**src/rtl/spi_shift_engine.sv**
```systemverilog
// SPI shift engine: generates SCK from a programmable divider, shifts the TX
// word out on MOSI, samples MISO into an RX word, and strobes frame completion
// back to the transfer-control FSM and into the RX FIFO.
module spi_shift_engine #(
   parameter int unsigned DATA_W = 8,
   parameter int unsigned DIV_W  = 8
) (
   input  logic              i_clk,
   input  logic              i_rst,
   input  logic              i_frame_init,
   input  logic              i_in_transfer,
   input  logic [DATA_W-1:0] i_tx_data,
   input  logic              i_cpol,
   input  logic              i_cpha,
   input  logic              i_lsb_first,
   input  logic [DIV_W-1:0]  i_clk_div,
   input  logic              i_miso,
   output logic              o_sck,
   output logic              o_mosi,
   output logic              o_frame_done,
   output logic [DATA_W-1:0] o_rx_data,
   output logic              o_rx_wr,
   output logic              o_active
);

   // Edge counter must hold 0..2*DATA_W
   localparam int unsigned EDGE_W = $clog2(2 * DATA_W + 1);
   localparam logic [EDGE_W-1:0] LAST_EDGE  = EDGE_W'(2 * DATA_W);
   localparam logic [EDGE_W-1:0] FIRST_EDGE = EDGE_W'(1);

   logic [DATA_W-1:0] tx_sr;
   logic [DATA_W-1:0] rx_sr;
   logic [DIV_W-1:0]  div_cnt;
   logic [EDGE_W-1:0] edge_cnt;
   logic              cfg_cpol;
   logic              cfg_cpha;
   logic              cfg_lsb;
   logic [DIV_W-1:0]  cfg_div;

   logic [EDGE_W-1:0] edge_next_c;
   logic              tick_c;
   logic              sample_c;
   logic              shift_c;
   logic              last_c;
   logic [DATA_W-1:0] rx_next_c;
   logic [DATA_W-1:0] tx_shift_c;
   logic              mosi_next_c;

   // Edge classification and next-value datapath for the current cycle
   always_comb begin
      tick_c      = 1'b0;
      sample_c    = 1'b0;
      shift_c     = 1'b0;
      last_c      = 1'b0;
      edge_next_c = edge_cnt + EDGE_W'(1);
      rx_next_c   = rx_sr;
      tx_shift_c  = tx_sr;
      mosi_next_c = o_mosi;

      tick_c = o_active && i_in_transfer && (div_cnt == cfg_div);

      // Odd edges are leading, even edges trailing; cpha picks which one samples
      sample_c = tick_c && (edge_next_c[0] ^ cfg_cpha);

      if (cfg_cpha) begin
         shift_c = tick_c && edge_next_c[0] && (edge_next_c != FIRST_EDGE);
      end else begin
         shift_c = tick_c && !edge_next_c[0] && (edge_next_c != LAST_EDGE);
      end

      last_c = tick_c && (edge_next_c == LAST_EDGE);

      if (sample_c) begin
         if (cfg_lsb) begin
            rx_next_c = {i_miso, rx_sr[DATA_W-1:1]};
         end else begin
            rx_next_c = {rx_sr[DATA_W-2:0], i_miso};
         end
      end

      if (cfg_lsb) begin
         tx_shift_c  = {1'b0, tx_sr[DATA_W-1:1]};
         mosi_next_c = tx_sr[1];
      end else begin
         tx_shift_c  = {tx_sr[DATA_W-2:0], 1'b0};
         mosi_next_c = tx_sr[DATA_W-2];
      end
   end

   // Frame configuration, captured only when a frame is armed
   always_ff @(posedge i_clk) begin
      if (i_rst) begin
         cfg_cpol <= 1'b0;
         cfg_cpha <= 1'b0;
         cfg_lsb  <= 1'b0;
         cfg_div  <= '0;
      end else if (i_frame_init) begin
         cfg_cpol <= i_cpol;
         cfg_cpha <= i_cpha;
         cfg_lsb  <= i_lsb_first;
         cfg_div  <= i_clk_div;
      end
   end

   // SCK timing: half-period divider, edge counter, clock level and active flag
   always_ff @(posedge i_clk) begin
      if (i_rst) begin
         div_cnt  <= '0;
         edge_cnt <= '0;
         o_sck    <= 1'b0;
         o_active <= 1'b0;
      end else if (i_frame_init) begin
         div_cnt  <= '0;
         edge_cnt <= '0;
         o_sck    <= i_cpol;
         o_active <= 1'b1;
      end else if (o_active) begin
         if (tick_c) begin
            div_cnt  <= '0;
            edge_cnt <= edge_next_c;
            o_sck    <= ~o_sck;
            if (last_c) begin
               o_active <= 1'b0;
            end
         end else if (i_in_transfer) begin
            div_cnt <= div_cnt + DIV_W'(1);
         end
      end else begin
         o_sck <= cfg_cpol;
      end
   end

   // Serial data: TX shift/MOSI drive and RX sampling
   always_ff @(posedge i_clk) begin
      if (i_rst) begin
         tx_sr  <= '0;
         rx_sr  <= '0;
         o_mosi <= 1'b0;
      end else if (i_frame_init) begin
         tx_sr  <= i_tx_data;
         rx_sr  <= '0;
         o_mosi <= i_lsb_first ? i_tx_data[0] : i_tx_data[DATA_W-1];
      end else if (tick_c) begin
         rx_sr <= rx_next_c;
         if (shift_c) begin
            tx_sr  <= tx_shift_c;
            o_mosi <= mosi_next_c;
         end
      end
   end

   // Completion strobes and RX word hand-off; an aborting frame_init suppresses them
   always_ff @(posedge i_clk) begin
      if (i_rst) begin
         o_frame_done <= 1'b0;
         o_rx_wr      <= 1'b0;
         o_rx_data    <= '0;
      end else begin
         o_frame_done <= 1'b0;
         o_rx_wr      <= 1'b0;
         if (!i_frame_init && last_c) begin
            o_frame_done <= 1'b1;
            o_rx_wr      <= 1'b1;
            o_rx_data    <= rx_next_c;
         end
      end
   end

endmodule

```
**config.mk**
```make
export PLATFORM = sky130hd
export DESIGN_NAME = spi_shift_engine
export DESIGN_NICKNAME = d
export VERILOG_FILES = /design/src/rtl/spi_shift_engine.sv
export SDC_FILE = /design/constraint.sdc
export NUM_CORES = 1
export LEC_CHECK = 0
export ABC_AREA = 1
export BUFFER_PORTS_ARGS = -buffer_cell sky130_fd_sc_hd__clkbuf_2
export CAP_MARGIN = 15
export CORE_AREA = 2 2 98 100
export CTS_CLUSTER_SIZE = 14
export DETAILED_ROUTE_END_ITERATION = 16
export DIE_AREA = 0 0 100 102
export GPL_TIMING_DRIVEN = 0
export PLACE_DENSITY = 0.48
export SLEW_MARGIN = 25
export SYNTH_ARGS = -nofsm -noshare
export SYNTH_HDL_FRONTEND = slang
export SYNTH_SLANG_ARGS = --single-unit
```
**constraint.sdc**
```tcl
create_clock -name i_clk -period 4.3 [get_ports i_clk]
set_input_delay 0.43 -clock i_clk [delete_from_list [all_inputs] [get_ports i_clk]]
set_output_delay 0.43 -clock i_clk [all_outputs]
set_load 0.005 [all_outputs]
```
* Yosys cells after proc, flatten, opt, wreduce, memory -nomap -nowiden *
Cells that the tools add are included.

operators by class
  reductions and logical operators = 18
  mux-type cells = 22
  equal/unequal tests = 5
  add/subtract/negate cells = 2
  bitwise gates (word level) = 2

operator list
  operator             count
  $mux 8               8
  $mux 1               14
  $logic_and 1x1->1    9
  $add 8x1->8 const B  1
  $eq 8x8->1           1
  $reduce_and 2->1     3
  $reduce_bool 2->1    3
  $add 5x1->5 const B  1
  $eq 5x5->1 const B   1
  $ne 5x1->1 const B   1
  $ne 5x5->1 const B   1
  $ne 3x2->1 const B   1
  $logic_not 1->1      2
  $reduce_or 2->1      1
  $not 1->1            1
  $xor 1x1->1          1

word-level totals
  output and inout port bits = 13
  input port bits = 24
  bits in registers = 52

* Depth between registers and ports, before layout *
  word-level depth = 8
  gate-level depth with buffers = 14
  gate-level depth less buffers = 13

* Worst setup path after synthesis *
Ideal clock, no wire load.

  kind = register to register
  start point = register edge_cnt[0]
  end point = register tx_sr[6]
  library setup time = 0.114 ns
  path buffers = 1
  arrival time = 1.530 ns
  setup slack = 2.656 ns
  stages on the path, launching flop included = 14
  cells stage by stage = dfxtp_1 -> ha_1 -> nand3_1 -> nand2_1 -> nand2_1 -> nor2_1 -> nand2_1 -> nand2_1 -> nand2_1 -> nand2_2 -> nand2_4 -> buf_8 -> nor2_1 -> nor2_2

on the way
  cells in the longest elaborated chain, start to end = 7

ends and longest elaborated chain
  item                                                line  text
  from (decl)                                         34    logic [EDGE_W-1:0] edge_cnt;
  from (signal assigned)                              120   edge_cnt <= edge_next_c;
  $add 5x1->5 *                                       55    edge_next_c = edge_cnt + EDGE_W'(1);
  branches (longest 3 deep; another with $ne 5x5->1)  --
  $mux 1 *                                            65    if (cfg_cpha) begin
  $reduce_bool 2->1 (no source line) *                --
  $reduce_and 2->1 (no source line) *                 --
  to (signal assigned)                                140   tx_sr <= i_tx_data;
  to (signal assigned)                                146   tx_sr <= tx_shift_c;
  to (decl)                                           31    logic [DATA_W-1:0] tx_sr;

Mark *: on every way between the ends.
A chain may end at the register's enable or synchronous reset.

* Worst setup path in the final report *
Ends and elaborated chain as after synthesis.

==> impl_metrics.xml <==
<?xml version="1.0" encoding="UTF-8"?>
<metrics>
  <group name="logic_synthesis">
    <metric name="post_synth_instance_area" unit="um^2">2590</metric>
    <metric name="yosysWarnings" unit="">0</metric>
    <metric name="syn-num-nets" unit="">387</metric>
    <metric name="count_of_flip_flops_with_a_built_in_enable_after_synthesis" unit="">0</metric>
    <metric name="gate_count_after_technology_mapping" unit="">359</metric>
    <metric name="syn_area_per_cell" unit="um^2">7.23</metric>
    <metric name="asyncSetResetFlopFracSynth" unit="%">0</metric>
    <metric name="ys_seq_elements" unit="">52</metric>
    <metric name="ys_types" unit="">38</metric>
    <metric name="synth.yosys.seq_area_share" unit="%">40.1</metric>
    <metric name="ys_dominant_reg_cell" unit="">dfxtp_1</metric>
  </group>
  <group name="layout">
    <metric name="ant_diodes" unit="">0</metric>
    <metric name="post_route_cells_drive_above_1_share" unit="%">17.9</metric>
    <metric name="syn2layout_area_growth" unit="%">17.0</metric>
    <metric name="total_number_of_nets_in_the_final_design" unit="">429</metric>
    <metric name="stdcell_area" unit="um^2">3040</metric>
  </group>
  <group name="global_routing">
    <metric name="number_of_antenna_violations_at_the_first_check_in_global_routing" unit="">0</metric>
    <metric name="grt_pass1_vias" unit="">2363</metric>
    <metric name="global_route.overflow_total" unit="">0</metric>
    <metric name="grtUsageTotal" unit="%">12.9</metric>
    <metric name="grt_start_max_net_pins" unit="">16</metric>
    <metric name="grt_first_pass_wirelength" unit="um">10700</metric>
  </group>
  <group name="placed_design">
    <metric name="postPlaceCellArea" unit="um^2">2910</metric>
    <metric name="dp_slack" unit="ns">2.35</metric>
    <metric name="place.detailed.hpwl" unit="um">4770</metric>
    <metric name="buffer_ports.inserted" unit="">35</metric>
    <metric name="gp_congestion" unit="">0.789</metric>
  </group>
  <group name="clock_tree">
    <metric name="post-cts-setup-buffer-count" unit="">0</metric>
    <metric name="cts.hold.buffers_added" unit="">0</metric>
    <metric name="tritoncts" unit="">built</metric>
    <metric name="htreeDepth" unit="">2</metric>
    <metric name="clkTransAtPathRegs" unit="ns">0.09</metric>
    <metric name="clock_insertion_delay_worst_skew" unit="ns">0.30</metric>
    <metric name="cts_buffers" unit="">5</metric>
    <metric name="cts-root-to-sink-buffers" unit="">2</metric>
    <metric name="cts_root_buf" unit="">clkbuf_8</metric>
    <metric name="ctsResizeCount" unit="">0</metric>
    <metric name="clkSinkCount" unit="">52</metric>
  </group>
  <group name="drt">
    <metric name="detail_route.wl_per_cell" unit="um">12.0</metric>
    <metric name="drtIter0Drc" unit="">57</metric>
    <metric name="finalWirelength" unit="um">6180</metric>
    <metric name="viasPerCell" unit="">4.63</metric>
    <metric name="final_antenna_net_count" unit="">0</metric>
    <metric name="drt_first_pass_iters" unit="">4</metric>
    <metric name="drc" unit="">0</metric>
    <metric name="vias" unit="">2376</metric>
  </group>
  <group name="sta">
    <metric name="final.hold.worst_slack" unit="ns">0.360</metric>
    <metric name="hold_violations" unit="">0</metric>
    <metric name="finalSetupViolCount" unit="">0</metric>
    <metric name="final-max-slew-violation-count" unit="">0</metric>
    <metric name="timing_worst_slew_pin_value" unit="ns">0.637</metric>
    <metric name="worst_slack" unit="ns">2.41</metric>
    <metric name="period_share" unit="%">44.0</metric>
    <metric name="rsz0062_at_grt" unit="">no</metric>
    <metric name="setup-tns-final" unit="ns">0</metric>
    <metric name="maxSlewHeadroom" unit="%">57.4</metric>
    <metric name="final.min_clock_period" unit="ns">1.89</metric>
    <metric name="max_clock_freq" unit="MHz">529</metric>
    <metric name="worst_case_clock_skew" unit="ns">0.00581</metric>
  </group>
  <group name="critical_path">
    <metric name="category_of_the_worst_setup_path_capture_point" unit="">flip-flop</metric>
    <metric name="r2r_cells" unit="">13</metric>
    <metric name="r2r_end" unit="">tx_sr[6]</metric>
    <metric name="regToRegSetupSlack" unit="ns">2.41</metric>
    <metric name="crit_top_cell" unit="">nand2_1</metric>
    <metric name="crit_path_top_delay_cell" unit="">dfxtp_1</metric>
    <metric name="setup.worst_path.class" unit="">flip-flop to flip-flop</metric>
    <metric name="largest_incremental_delay_on_the_critical_path" unit="ns">0.47</metric>
    <metric name="cp_cell_sequence" unit="">ha_1 &gt; nand3_1 &gt; nand2_1 &gt; nand2_1 &gt; nor2_1 &gt; nand2_1 &gt; nand2_1 &gt; nand2_1 &gt; nand2_2 &gt; nand2_4 &gt; buf_8 &gt; nor2_1 &gt; nor2_2</metric>
    <metric name="worst_r2r_startpoint" unit="">edge_cnt[0]</metric>
    <metric name="worst_ep_arrival_time" unit="ns">2.09</metric>
    <metric name="startpoint_type" unit="">flip-flop</metric>
    <metric name="cpLargestDelayFamily" unit="">simple AND/OR/NAND/NOR gates</metric>
    <metric name="cp.buffers_inverters" unit="">1</metric>
    <metric name="cp_max_fo" unit="">10</metric>
    <metric name="critPathRequiredTime" unit="ns">4.50</metric>
  </group>
  <group name="power">
    <metric name="vdd_ir_drop_max" unit="V">0.000200</metric>
    <metric name="power-per-cell-area" unit="nW/um^2">321</metric>
    <metric name="leakagePower" unit="nW">1.40</metric>
  </group>
  <group name="floorplan">
    <metric name="dieArea" unit="um^2">10200</metric>
    <metric name="effective_utilization_at_floorplan" unit="%">28.5</metric>
    <metric name="die_x" unit="um">100</metric>
    <metric name="io_pins" unit="">37</metric>
    <metric name="core_area" unit="um^2">9110</metric>
    <metric name="rows" unit="">35</metric>
    <metric name="die-height" unit="um">102</metric>
  </group>
  <group name="min_path">
    <metric name="hold_path_class" unit="">primary input to flip-flop</metric>
    <metric name="hold-path-endpoint" unit="">cfg_div[7]</metric>
    <metric name="holdPathStages" unit="">3</metric>
    <metric name="worst_hold_startpoint" unit="">i_clk_div[7]</metric>
  </group>
  <group name="run">
    <metric name="timing.max_cap.violations" unit="">0</metric>
  </group>
  <group name="run_status">
    <metric name="result_of_the_run" unit="">complete, no violations</metric>
  </group>
</metrics>
where the power goes:
group | leakage, nW | internal, mW | switching (mW)
sequential | 0.424 | 0.496 | 0.0108
clock | 0.0645 | 0.206 | 0.158
combinational | 0.916 | 0.0398 | 0.0636
total | 1.40 | 0.742 | 0.232
layout by cell type, fill, tap and decap left out, drive strengths merged, types with 2 or more instances in the layout:
cell type,netlist,final
nand4,7,7
o21ai,19,19
inv,30,30
a22o,4,4
clkinv,2,2
clkbuf,5,47
ha,4,4
dfxtp,52,52
nand3,22,22
mux2,3,3
nor2,62,62
a211oi,2,2
buf,6,6
a221oi,2,2
nor3b,2,2
o22ai,3,3
xor2,4,4
a21oi,32,32
nor3,2,2
xnor2,4,4
nand2,90,90
Yosys cell counts, types with 2 or more instances:
cell	number	area, um^2
nand2_1	84	315
nor2_1	58	218
dfxtp_1	52	1040
a21oi_1	32	160
inv_1	26	97.6
nand3_1	20	100
o21ai_0	18	90.1
clkbuf_1	5	18.8
nand2_2	5	31.3
nand4_1	5	31.3
a22o_1	4	35.0
ha_1	4	50.1
inv_2	4	15.0
xor2_1	4	35.0
mux2_2	3	33.8
o22ai_1	3	18.8
xnor2_1	3	26.3
a211oi_1	2	15.0
a221oi_1	2	17.5
buf_2	2	10.0
buf_4	2	15.0
clkinv_1	2	7.51
nand4_2	2	25.0
nor2_8	2	40.0
nor3b_1	2	15.0
routing by layer:
layer | track usage [%] | vias to the layer above | share of wire (%)
li1 | - | 1261 | -
met1 | 16.4 | 1080 | 50
met2 | 21.7 | 29 | 46
met3 | 2.74 | 6 | 2.8
met4 | 4.53 | 0 | 1.4
met5 | 0 | - | 0
sequential cells by signal, summed over array words and instances (netlist names), 5 cells and up:
| register | cells |
|---|---|
| div_cnt | 8 |
| o_rx_data | 8 |
| cfg_div | 8 |
| rx_sr | 8 |
| tx_sr | 8 |
| edge_cnt | 5 |
worst max-delay path by stage:
| stage | cells after the start | slack [ns] | endpoint | from |
|---|---|---|---|---|
| floorplan | 13 | 2.66 | tx_sr[6] | edge_cnt[0] |
| global placement | 4 | 2.31 | div_cnt[6] | i_rst |
| detailed placement | 4 | 2.35 | div_cnt[6] | i_rst |
| CTS | 13 | 2.39 | tx_sr[6] | edge_cnt[0] |
| global route | 13 | 2.13 | tx_sr[6] | edge_cnt[0] |
| finish | 13 | 2.41 | tx_sr[6] | edge_cnt[0] |
worst register-to-register path: stages, from the launching register on:
cell and delay [ns]:
dfxtp_1 0.47, ha_1 0.27, nand3_1 0.12, nand2_1 0.08, nand2_1 0.06, nor2_1 0.10
nand2_1 0.09, nand2_1 0.07, nand2_1 0.05, nand2_2 0.08, nand2_4 0.09, buf_8 0.16
nor2_1 0.11, nor2_2 0.05
through the flow:
stage | total power, mW | util, % | instances
finish | 0.974 | 33.3 | 513
CTS | 0.991 | 33.3 | 513
global route | 1.02 | 33.3 | 513
detailed placement | 0.623 | 31.9 | 505
global placement | 0.623 | 31.9 | 505
floorplan | 0.589 | - | 359
cell type report:
type / instances / area [um^2]
buffer: 11 / 70.1
clock buffer: 7 / 96.3
clock inverter: 1 / 30.0
fill: 1014 / 6070
inverter: 32 / 120
multi-input combinational: 264 / 1360
sequential: 52 / 1040
tap: 111 / 139
timing repair buffer: 35 / 175
cell families (layout without fill, tap and decap cells):
| logic type | after synthesis | count (layout) | share of synthesized area [%] |
|---|---|---|---|
| fa+ha+maj | 4 | 4 | 1.93 |
| compound gates | 62 | 62 | 13.2 |
| xor+xnor | 8 | 8 | 2.99 |
| simple gates | 187 | 187 | 33.2 |
| buf+inv | 43 | 86 | 7.33 |
| mux | 3 | 3 | 1.30 |
| flops | 52 | 52 | 40.1 |
Note: power is estimated with default switching activity, not from simulation.
